--- src/rtl/ti_quad_layer_pipe.sv ---
// Two-stage 3-share threshold implementation of the Midori S-box quadratic layer for NIBBLES S-boxes.
// Define TI_REFRESH_EN to add port rnd, which re-randomises the output shares without changing the unshared value.
module ti_quad_layer_pipe #(
  parameter int NIBBLES = 16
) (
  input  logic                    clk,
  input  logic                    rst_n,
  input  logic                    in_valid,
  output logic                    in_ready,
  input  logic [12*NIBBLES-1:0]   in_sh,
  output logic                    out_valid,
  input  logic                    out_ready,
  output logic [12*NIBBLES-1:0]   out_sh
`ifdef TI_REFRESH_EN
  ,
  input  logic [8*NIBBLES-1:0]    rnd
`endif
);

  localparam int SW = 4 * NIBBLES;
  localparam int CW = 36 * NIBBLES;

  logic          s1_valid;
  logic          s2_valid;
  logic          s1_adv;
  logic          s2_adv;
  logic          accept;
  logic [CW-1:0] comp_next;
  logic [CW-1:0] s1_comp;
  logic [12*NIBBLES-1:0] out_next;

  assign s2_adv    = !s2_valid || out_ready;
  assign s1_adv    = !s1_valid || s2_adv;
  assign in_ready  = s1_adv;
  assign accept    = in_valid && s1_adv;
  assign out_valid = s2_valid;

  // Component c_ij of output bit k in nibble n; i selects the d share, j the b/c/a share.
  function automatic int ci(input int n, input int k, input int i, input int j);
    return 36 * n + 9 * k + 3 * i + j;
  endfunction

  always_comb begin
    logic [2:0] a;
    logic [2:0] b;
    logic [2:0] c;
    logic [2:0] d;
    a = '0;
    b = '0;
    c = '0;
    d = '0;
    comp_next = '0;
    for (int n = 0; n < NIBBLES; n++) begin
      for (int s = 0; s < 3; s++) begin
        d[s] = in_sh[s*SW + 4*n + 0];
        c[s] = in_sh[s*SW + 4*n + 1];
        b[s] = in_sh[s*SW + 4*n + 2];
        a[s] = in_sh[s*SW + 4*n + 3];
      end
      for (int i = 0; i < 3; i++) begin
        for (int j = 0; j < 3; j++) begin
          comp_next[ci(n, 0, i, j)] = d[i] & b[j];
          comp_next[ci(n, 1, i, j)] = d[i] & b[j];
          comp_next[ci(n, 2, i, j)] = d[i] & (c[j] ^ b[j]);
          comp_next[ci(n, 3, i, j)] = d[i] & (c[j] ^ b[j]);
        end
      end
      // Linear terms are spread so that each component still sees a single share index j.
      comp_next[ci(n, 0, 0, 0)] ^= d[0] ^ b[0];
      comp_next[ci(n, 0, 0, 1)] ^= c[1] ^ b[1];
      comp_next[ci(n, 0, 1, 0)] ^= c[0];
      comp_next[ci(n, 0, 1, 1)] ^= b[1] ^ d[1];
      comp_next[ci(n, 0, 2, 0)] ^= b[0];
      comp_next[ci(n, 0, 2, 2)] ^= d[2] ^ c[2];

      comp_next[ci(n, 1, 0, 0)] ^= b[0];
      comp_next[ci(n, 1, 0, 1)] ^= b[1] ^ c[1];
      comp_next[ci(n, 1, 1, 0)] ^= c[0];
      comp_next[ci(n, 1, 1, 1)] ^= b[1];
      comp_next[ci(n, 1, 2, 0)] ^= b[0];
      comp_next[ci(n, 1, 2, 2)] ^= c[2];

      comp_next[ci(n, 2, 0, 0)] ^= c[0];
      comp_next[ci(n, 2, 0, 1)] ^= b[1] ^ c[1];
      comp_next[ci(n, 2, 1, 0)] ^= b[0] ^ c[0];
      comp_next[ci(n, 2, 1, 2)] ^= c[2];
      comp_next[ci(n, 2, 2, 1)] ^= c[1];
      comp_next[ci(n, 2, 2, 2)] ^= b[2] ^ c[2];

      comp_next[ci(n, 3, 0, 0)] ^= a[0];
      comp_next[ci(n, 3, 0, 1)] ^= b[1] ^ a[1];
      comp_next[ci(n, 3, 1, 0)] ^= b[0] ^ a[0];
      comp_next[ci(n, 3, 1, 2)] ^= c[2];
      comp_next[ci(n, 3, 2, 0)] ^= a[0];
      comp_next[ci(n, 3, 2, 2)] ^= a[2] ^ b[2] ^ c[2];
`ifdef TI_REFRESH_EN
      for (int k = 0; k < 4; k++) begin
        comp_next[ci(n, k, 0, 0)] ^= rnd[8*n + 2*k];
        comp_next[ci(n, k, 1, 0)] ^= rnd[8*n + 2*k + 1];
        comp_next[ci(n, k, 2, 0)] ^= rnd[8*n + 2*k] ^ rnd[8*n + 2*k + 1];
      end
`endif
    end
  end

  // Compression reads only the stage-1 flops, so glitches cannot combine shares across the register.
  always_comb begin
    out_next = '0;
    for (int n = 0; n < NIBBLES; n++) begin
      for (int k = 0; k < 4; k++) begin
        for (int s = 0; s < 3; s++) begin
          out_next[s*SW + 4*n + k] = s1_comp[ci(n, k, s, 0)] ^ s1_comp[ci(n, k, s, 1)]
                                   ^ s1_comp[ci(n, k, s, 2)];
        end
      end
    end
  end

  always_ff @(posedge clk or negedge rst_n) begin
    if (!rst_n) begin
      s1_valid <= 1'b0;
      s1_comp  <= '0;
    end else if (s1_adv) begin
      s1_valid <= accept;
      if (accept) s1_comp <= comp_next;
    end
  end

  always_ff @(posedge clk or negedge rst_n) begin
    if (!rst_n) begin
      s2_valid <= 1'b0;
      out_sh   <= '0;
    end else if (s2_adv) begin
      s2_valid <= s1_valid;
      if (s1_valid) out_sh <= out_next;
    end
  end

endmodule
--- config.mk ---
export PLATFORM = sky130hd
export DESIGN_NAME = ti_quad_layer_pipe
export DESIGN_NICKNAME = d
export VERILOG_FILES = /design/src/rtl/ti_quad_layer_pipe.sv
export SDC_FILE = /design/constraint.sdc
export NUM_CORES = 1
export LEC_CHECK = 0
export CAP_MARGIN = 30
export CORE_MARGIN = 10
export CORE_UTILIZATION = 52
export CTS_BUF_LIST = sky130_fd_sc_hd__clkbuf_8
export DETAILED_ROUTE_END_ITERATION = 10
export GPL_TIMING_DRIVEN = 0
export PLACE_DENSITY = 0.76
export RECOVER_POWER = 100
export SLEW_MARGIN = 20
export SYNTH_ARGS = -nofsm -noshare
export SYNTH_HDL_FRONTEND = slang
export SYNTH_SLANG_ARGS = --single-unit
--- constraint.sdc ---
create_clock -name clk -period 4.8 [get_ports clk]
set_input_delay 1.2 -clock clk [delete_from_list [all_inputs] [get_ports clk]]
set_output_delay 1.2 -clock clk [all_outputs]
set_load 0.05 [all_outputs]
# Yosys cells after proc, flatten, opt, wreduce, memory -nomap -nowiden
# Cells that the tools add are included.
# op_classes
bitwise	1152
n_reduce_logical	7
# ops
op	count
1-bit bitwise XOR	864
1-bit bitwise AND	288
2-bit AND reduction	2
1-bit zero test	2
1-bit logical OR	2
1-bit logical AND	1
# word_totals
register_bits	770
in_bits	196
elab_cells	1163

# Depth between registers and ports, before layout
# Gate-level depths: netlist (run 1).
# logic_depth
depth_word	5
depth_mapped	7
mapped_depth_nobuf	3

# Worst setup path after synthesis (run 1)
# OpenSTA, ideal clock, no wires.
# synth_timing
path_kind	input -> output
from	in out_ready
to	out in_ready
t_arrival_ns	2.246
path_stages	3
path_buffers	2
slack_ns	1.354
required_time_ns	3.600
cell_sequence	nand3b_4 clkbuf_1 clkbuf_1
# synth_between
elab_chain_len	2
# synth_lines
item	line	rtl
start: declaration	12	input logic out_ready,
1-bit logical OR	32	assign s2_adv = !s2_valid || out_ready;
1-bit logical OR	33	assign s1_adv = !s1_valid || s2_adv;
end: declaration	9	output logic in_ready,
# No other way between the ends.

# Worst setup path in the final report (run 1)
# Ends and elaborated chain as after synthesis.

==> results of run 1 <==
[state kept, by name, summed over array words and instances (netlist names)]
register   flops
s1_comp      432
out_sh       192
out_valid      1
s1_valid       1
[cells in the mapped netlist]
cell,instances,area (sq um)
mux2i_1,80,801
a31o_2,32,280
or3_1,16,100
nand2b_1,2,12.5
and2_1,1,6.26
buf_4,4,30.0
clkbuf_1,144,541
o21ai_0,144,721
a2bb2oi_1,32,280
xnor2_1,224,1960
or2_2,1,6.26
inv_1,128,480
dfrtp_1,626,15700
nand2_1,32,120
nand4_1,96,601
mux2_2,304,3420
buf_2,56,280
o311a_1,32,320
xor2_1,240,2100
nor2_1,96,360
a21oi_1,304,1520
a31oi_1,16,100
a21boi_0,32,240
nor2b_1,49,307
nand3b_4,1,20.0
[power by group]
group,switching [mW],internal (mW),leakage [nW]
clock,2.22,2.68,1.21
sequential,0.926,6.62,7.41
combinational,5.15,2.80,6.86
[cell families after synthesis]
kind of cell | share of synthesized area [%]
AOI/OAI and AO/OA | 11.4
DFF | 51.7
xor gates and xnor gates | 13.4
and+or+nand+nor | 5.06
buffers and inverters | 4.40
muxes | 13.9
[worst max-delay path by stage]
stage                   start                 endpoint  slack [ns]  cells past startpoint
floorplan           out_ready                 in_ready        1.35                      3
global placement        rst_n  out_sh[104]$_DFFE_PN0P_      -24.81                      1
detailed placement  out_ready                 in_ready       -0.64                      5
CTS                 out_ready                 in_ready        0.16                      4
global route        out_ready                 in_ready         0.1                      4
finish              out_ready                 in_ready        0.13                      4
[final cells by class]
class / count / area, sq um / share of cell area, %
plain buffers: 203 / 766 / 2.08
clock inverters: 42 / 251 / 0.685
well taps: 765 / 957 / 2.61
inverters: 128 / 480 / 1.31
flip-flops and latches: 626 / 15700 / 42.6
multi-input cells: 1734 / 13300 / 36.2
repair buffers: 334 / 3410 / 9.28
clock buffers: 139 / 1910 / 5.21
diodes: 4 / 10.0 / 0.0272
[layer usage]
layer | GRT usage (%) | routed length (um) | up-vias
li1 | - | - | 10200
met1 | 35.8 | 39600 | 11800
met2 | 46.7 | 47500 | 1058
met3 | 7.68 | 8800 | 196
met4 | 10.7 | 2930 | 16
met5 | 0 | 104 | -
[cells in the final DEF (no fill, tap or decap), types with 49 or more instances in the layout]
master | netlist | layout
mux2i_1 | 80 | 80
xnor2_1 | 224 | 224
clkdlybuf4s50_1 | 0 | 130
o21ai_0 | 144 | 144
nor2_1 | 96 | 96
dfrtp_1 | 626 | 626
inv_1 | 128 | 151
nor2b_1 | 49 | 49
a21oi_1 | 304 | 304
clkbuf_8 | 0 | 139
clkbuf_1 | 144 | 201
dlygate4sd3_1 | 0 | 193
mux2_2 | 304 | 303
nand4_1 | 96 | 96
xor2_1 | 240 | 240
[worst register-to-register path: cells and delay by family, from the launching register on]
| kind | cells | cell delay (ns) |
|---|---|---|
| flops | 1 | 0.42 |
| buf+inv | 4 | 2.60 |
| compound gates | 1 | 0.18 |
| simple gates | 2 | 0.46 |
[through the flow]
stage	worst slack, ns	cells	cell area (sq um)	util [%]
3_5_place_dp	-0.639	3789	34700	60.1
6_report	0.128	3975	36700	63.7
4_1_cts	0.165	3969	36900	63.9
3_3_place_gp	-24.81	3781	34500	59.8
2_1_floorplan	1.35	2692	30300	-
5_1_grt	0.0997	3974	36700	63.7
[timing repair]
action / in CTS / in global routing
resized for setup: 1 / 0
hold endpoints to repair: 0 / 0
endpoints found under the setup margin: 1 / 0
buffers inserted: 0 / 0
==> metrics.md, run 1 <==
| Metric | Value |
|---|---|
| Status | finished with violations |
| Failing checks | max-capacitance violations, max-slew violations |
| Worst path cell trace | clkdlybuf4s50_1, nand3b_4, clkbuf_2, clkdlybuf4s50_1 |
| # rows | 88 |
| Vias in the first global route | 24,200 |
| CTS Hold Buffers Added | 0 |
| Gate Count Post-Synth | around 2,700 |
| WS Path Type | in -> out |
| Initial antenna violation count | 14 |
| Power consumption | about 20 mW |
| Drt wl/cell | 24.9 um |
| Grt ovf | 0 |
| Slack of the worst reg-to-reg path | 0.93 ns |
| Largest net degree at the start of global routing | 100 |
| Vias per cell | between 5 and 6 |
| Full die area | around 68,000 sq um |
| CP bufs+invs | 3 |
| Initial Utilization | 52.5% |
| Port bufs | 324 |
| # IOs | 390 |
| Final Setup Violations | 0 |
| Number of buffers created by CTS | 104 |
| Pwr/cell area | 555 nW/um^2 |
| Peak supply drop | ~0.53 mV |
| Crit path DAT | between 3 and 4 ns |
| Min-delay src | out_sh[157]$_DFFE_PN0P_ |
| Global-route wire length before repair | 148,000 um |
| Most common cell on crit path | clkdlybuf4s50_1 |
| Distinct cells, synth | 25 |
| Fmax | 0.214 GHz |
| Hold Path Sink | out_sh[157]$_DFFE_PN0P_ |
| Total track usage | ~29% |
| Hold crit path type | reg -> reg |
| Die H | 261 um |
| Lkg Pwr | 15.5 nW |
| Clock buffer depth | 3 |
| Root buffer cell | clkbuf_8 |
| Top delay family on crit path | buffers and inverters |
| Max-cap violations | 2 |
| Hold slack | approximately 0.5 ns |
| Final WL | approximately 99,000 um |
| Post-DP HPWL | 69,800 um |
| Hold depth | 1 |
| Clock edge transition at the registers on the reported setup and hold paths | 0.06 ns |
| Reg2Reg Depth | 7 |
| Layout area overhead | 21.3% |
| Post-route setup TNS | 0 ns |
| Syn. warnings | 0 |
| Register area share after synthesis | 51.7% |
| Fillers | ~4,600 |
| Share of cells above drive strength 1 | 15.8% |
| Crit end category | output port |
| Count of nets after finishing | 3,327 |
| Reg2reg end | s1_comp[503]$_DFFE_PN0P_ |
| Critical Path RT | 3.60 ns |
| Fin. max-slew vios | 43 |
| Vias | 23,200 |
| Die W | 261 um |
| TritonRoute pass-1 iters | 5 |
| TritonCTS clock tree | built |
| DRC Markers | 0 |
| CP max stage delay | roughly 0.90 ns |
| Routability cong. | 0.913 |
| Slowest cell on crit path | clkdlybuf4s50_1 |
| DRT antenna net count | 0 |
| Worst slew pin tran | 1.99 ns |
| Avg Inst Size Synth | 11.2 sq um |
| DRC violation total after the first TritonRoute iteration | 2,272 |
| Post-layout min period | roughly 4.7 ns |
| Core area | just under 60,000 sq um |
| Number of H-tree levels | 3 |
| Final clock skew | 0.0432 ns |
| Clock sink total | 626 |
| Number of synthesized register bits | 626 |
| Relative slew slack | -32.4% |
| RR Startpoint | out_valid$_DFFE_PN0P_ |
| Crit Path Max Fanout | 17 |
| Mapped Nets | 2,888 |
| Final hold vios | 0 |
| Clock Latency Late Sink | 0.73 ns |
| Unrepaired setup endpoints after global routing | false |
| Mapped Area | 30,300 sq um |
| Crit share post-route | a little over nine tenths |
| CP startpoint kind | input port |
Note: power is estimated with default switching activity, not from simulation.
==> run 2, diff against run 1 <==
- GPL_TIMING_DRIVEN: 0 -> not set
==> run 2 against run 1 <==
Net effect: the run still ends with max-capacitance violations, max-slew violations left; via count decreased by 7.5%; routed wire length fell by 23%; final area hardly changed; clock power decreased by 2%; critical endpoint unchanged.
==> metrics.md, run 2 (synthesized netlist as in run 1, its figures left out) <==
| Metric | Value |
|---|---|
| # IOs | 390 (unchanged) |
| Reg2Reg Depth | 5 (-2) |
| Post-DP HPWL | 51,700 um (-26%) |
| Worst slew pin tran | 2.27 ns (+0.288 ns) |
| Max-cap violations | 4 (+2) |
| Most common cell after layout, fill and taps aside | dfrtp_1 |
| Layout area overhead | 21.3% (about the same) |
| Slack of the worst reg-to-reg path | 1.66 ns (+0.73 ns) |
| Sw Pwr | 7.99 mW (-3.7%) |
| DRC Markers | 0 (unchanged) |
| Switching share of power | 39.8% (-0.89 points) |
| Number of buffers created by CTS | 105 (+0.96%) |
| Crit share post-route | 84.1% (-13 points) |
| Crit Path Max Fanout | 5 (-12) |
| DRC violation total after the first TritonRoute iteration | 1,253 (-45%) |
| Vias per cell | 5.55 (-4.9%) |
| Vias in the first global route | 22,500 (-7.3%) |
| Pwr/cell area | 547 nW/um^2 (-1.6%) |
| TritonRoute pass-1 iters | 5 (unchanged) |
| Post-cts resize count | 0 (-1) |
| Largest net degree at the start of global routing | 139 (+39%) |
| Total track usage | 22.0% (-6.5 points) |
| Final core utilization | 63.7% (about the same) |
| Layout Cells excl Fill | 3,867 (-2.7%) |
| Routability cong. | 0.836 (-8.4%) |
| # rows | 88 (unchanged) |
| DRT antenna net count | 0 (unchanged) |
| Failing checks | max-capacitance violations, max-slew violations |
| Clock buffer depth | 3 (unchanged) |
| Post-CTS setup buffer count | 0 (unchanged) |
| Vias | 21,500 (-7.5%) |
| Final Setup Violations | 0 (unchanged) |
| CP startpoint kind | input port |
| Clock network power share | 23.9% (about the same) |
| Initial antenna violation count | 10 (-4) |
| P_int | 12.1 mW (about the same) |
| Registers with the most flip-flops | s1_comp (432), out_sh (192) |
| Hold depth | 1 (unchanged) |
| WS Path Type | in -> out |
| Hold crit path type | reg -> reg |
| Fin. max-slew vios | 357 (+730%) |
| Number of H-tree levels | 3 (unchanged) |
| Full die area | 68,300 sq um (unchanged) |
| Critical Path RT | 3.60 ns (about the same) |
| Drt wl/cell | 19.8 um (-21%) |
| Final clock skew | 0.0289 ns (-0.0142 ns) |
| Post-route setup TNS | 0 ns (unchanged) |
| Crit end category | output port |
| Fmax | 0.248 GHz (+16%) |
| Flop pwr share | 37.6% (+0.6 points) |
| Unrepaired setup endpoints after global routing | false |
| Sequential Area | 15,700 sq um (unchanged) |
| Clock edge transition at the registers on the reported setup and hold paths | 0.06 ns (about the same) |
| Relative slew slack | -51.5% (-19 points) |
| Post-layout min period | 4.04 ns (-0.635 ns) |
| Largest Register | s1_comp |
| Most frequent cells in the layout | dfrtp_1, mux2_2, a21oi_1, xor2_1, xnor2_1 |
| Placed instance area | 34,700 sq um (about the same) |
| Placed Cells | 3,672 (-3.1%) |
| Status | finished with violations |
| Design area | 36,700 sq um (about the same) |
| Lkg Pwr | 15.6 nW (+0.64%) |
| TritonCTS clock tree | built |
| Core area | 57,700 sq um (unchanged) |
| Port bufs | 389 (+20%) |
| Clock sink total | 626 (unchanged) |
| Peak supply drop | 0.616 mV (+17%) |
| Global-route wire length before repair | 123,000 um (-17%) |
| Root buffer cell | clkbuf_8 |
| CTS Hold Buffers Added | 0 (unchanged) |
| Crit path DAT | 2.84 ns (-0.63 ns) |
| Die H | 261 um (unchanged) |
| Final WL | 76,400 um (-23%) |
| Initial Utilization | 52.5% (unchanged) |
| Grt ovf | 0 (unchanged) |
| RR Startpoint | s1_valid$_DFFE_PN0P_ |
| Clock Latency Late Sink | 0.69 ns (-0.04 ns) |
| Combinational share of power | 38.5% (-0.5 points) |
| Die W | 261 um (unchanged) |
| Worst Setup SP | out_ready |
| Share of cells above drive strength 1 | 16.9% (+1.1 points) |
| Number of flip-flops under the largest register name | 432 (unchanged) |
| Fillers | 4,483 (-2.6%) |
| Count of nets after finishing | 3,211 (-3.5%) |
| Multi-input gate area | 13,300 sq um (about the same) |
| Min-delay src | out_sh[138]$_DFFE_PN0P_ |
| Final hold vios | 0 (unchanged) |
-- run 2: cell types whose count changed in the layout (fill, tap and decap cells not counted), sizes merged --
cell           delta
clkbuf          -190
clkdlybuf4s50    +62
clkinv            +8
buf               +7
diode             +2
inv               +2
dlygate4sd3       +1
-- run 2: cell type report --
cell class | count | share of cell area (%)
Antenna cell | 6 | 0.0409
Multi-Input combinational cell | 1734 | 36.1
Sequential cell | 626 | 42.6
Timing Repair Buffer | 420 | 11.4
Inverter | 128 | 1.31
Tap cell | 765 | 2.61
Clock inverter | 52 | 0.780
Clock buffer | 136 | 5.10
-- run 2: metal layers --
layer / GRT usage, % / part of all wire, % / up-vias
met5: 0 / 0.075 / -
met4: 6.55 / 2.3 / 10
met3: 5.68 / 6.6 / 132
met2: 35.5 / 49 / 594
met1: 28.9 / 42 / 10800
li1: - / - / 9911
-- run 2: power by group through the flow --
stage | Clock [mW] | Sequential, mW | Combinational, mW
after floorplan | 0 | 10.3 | 2.53
final | 4.80 | 7.54 | 7.74
after global routing | 5.18 | 7.69 | 8.20
after global placement | 0 | 7.59 | 7.98
after detailed placement | 0 | 7.66 | 8.09
after CTS | 4.93 | 7.59 | 8.13
-- run 2: worst paths after layout --
kind,end
setup / recovery,in_ready
hold / removal,out_sh[138]$_DFFE_PN0P_
setup reg to reg,s1_comp[357]$_DFFE_PN0P_
hold reg to reg,out_sh[138]$_DFFE_PN0P_
max in group asynchronous,out_sh[59]$_DFFE_PN0P_
min in group asynchronous,s1_comp[468]$_DFFE_PN0P_
-- run 2: through the flow --
stage | total power, mW | setup WS, ns | hold slack (ns)
2_1_floorplan | 12.8 | 1.35 | 0.501
3_3_place_gp | 15.6 | 1.32 | 0.488
3_5_place_dp | 15.7 | 1.28 | 0.494
4_1_cts | 20.6 | 1.40 | 0.507
5_1_grt | 21.1 | 0.706 | 0.506
6_report | 20.1 | 0.764 | 0.499
-- run 2: critical path: stages --
cell and delay (ns):
dlygate4sd3_1 0.56, nand3b_1 0.38, clkbuf_1 0.69
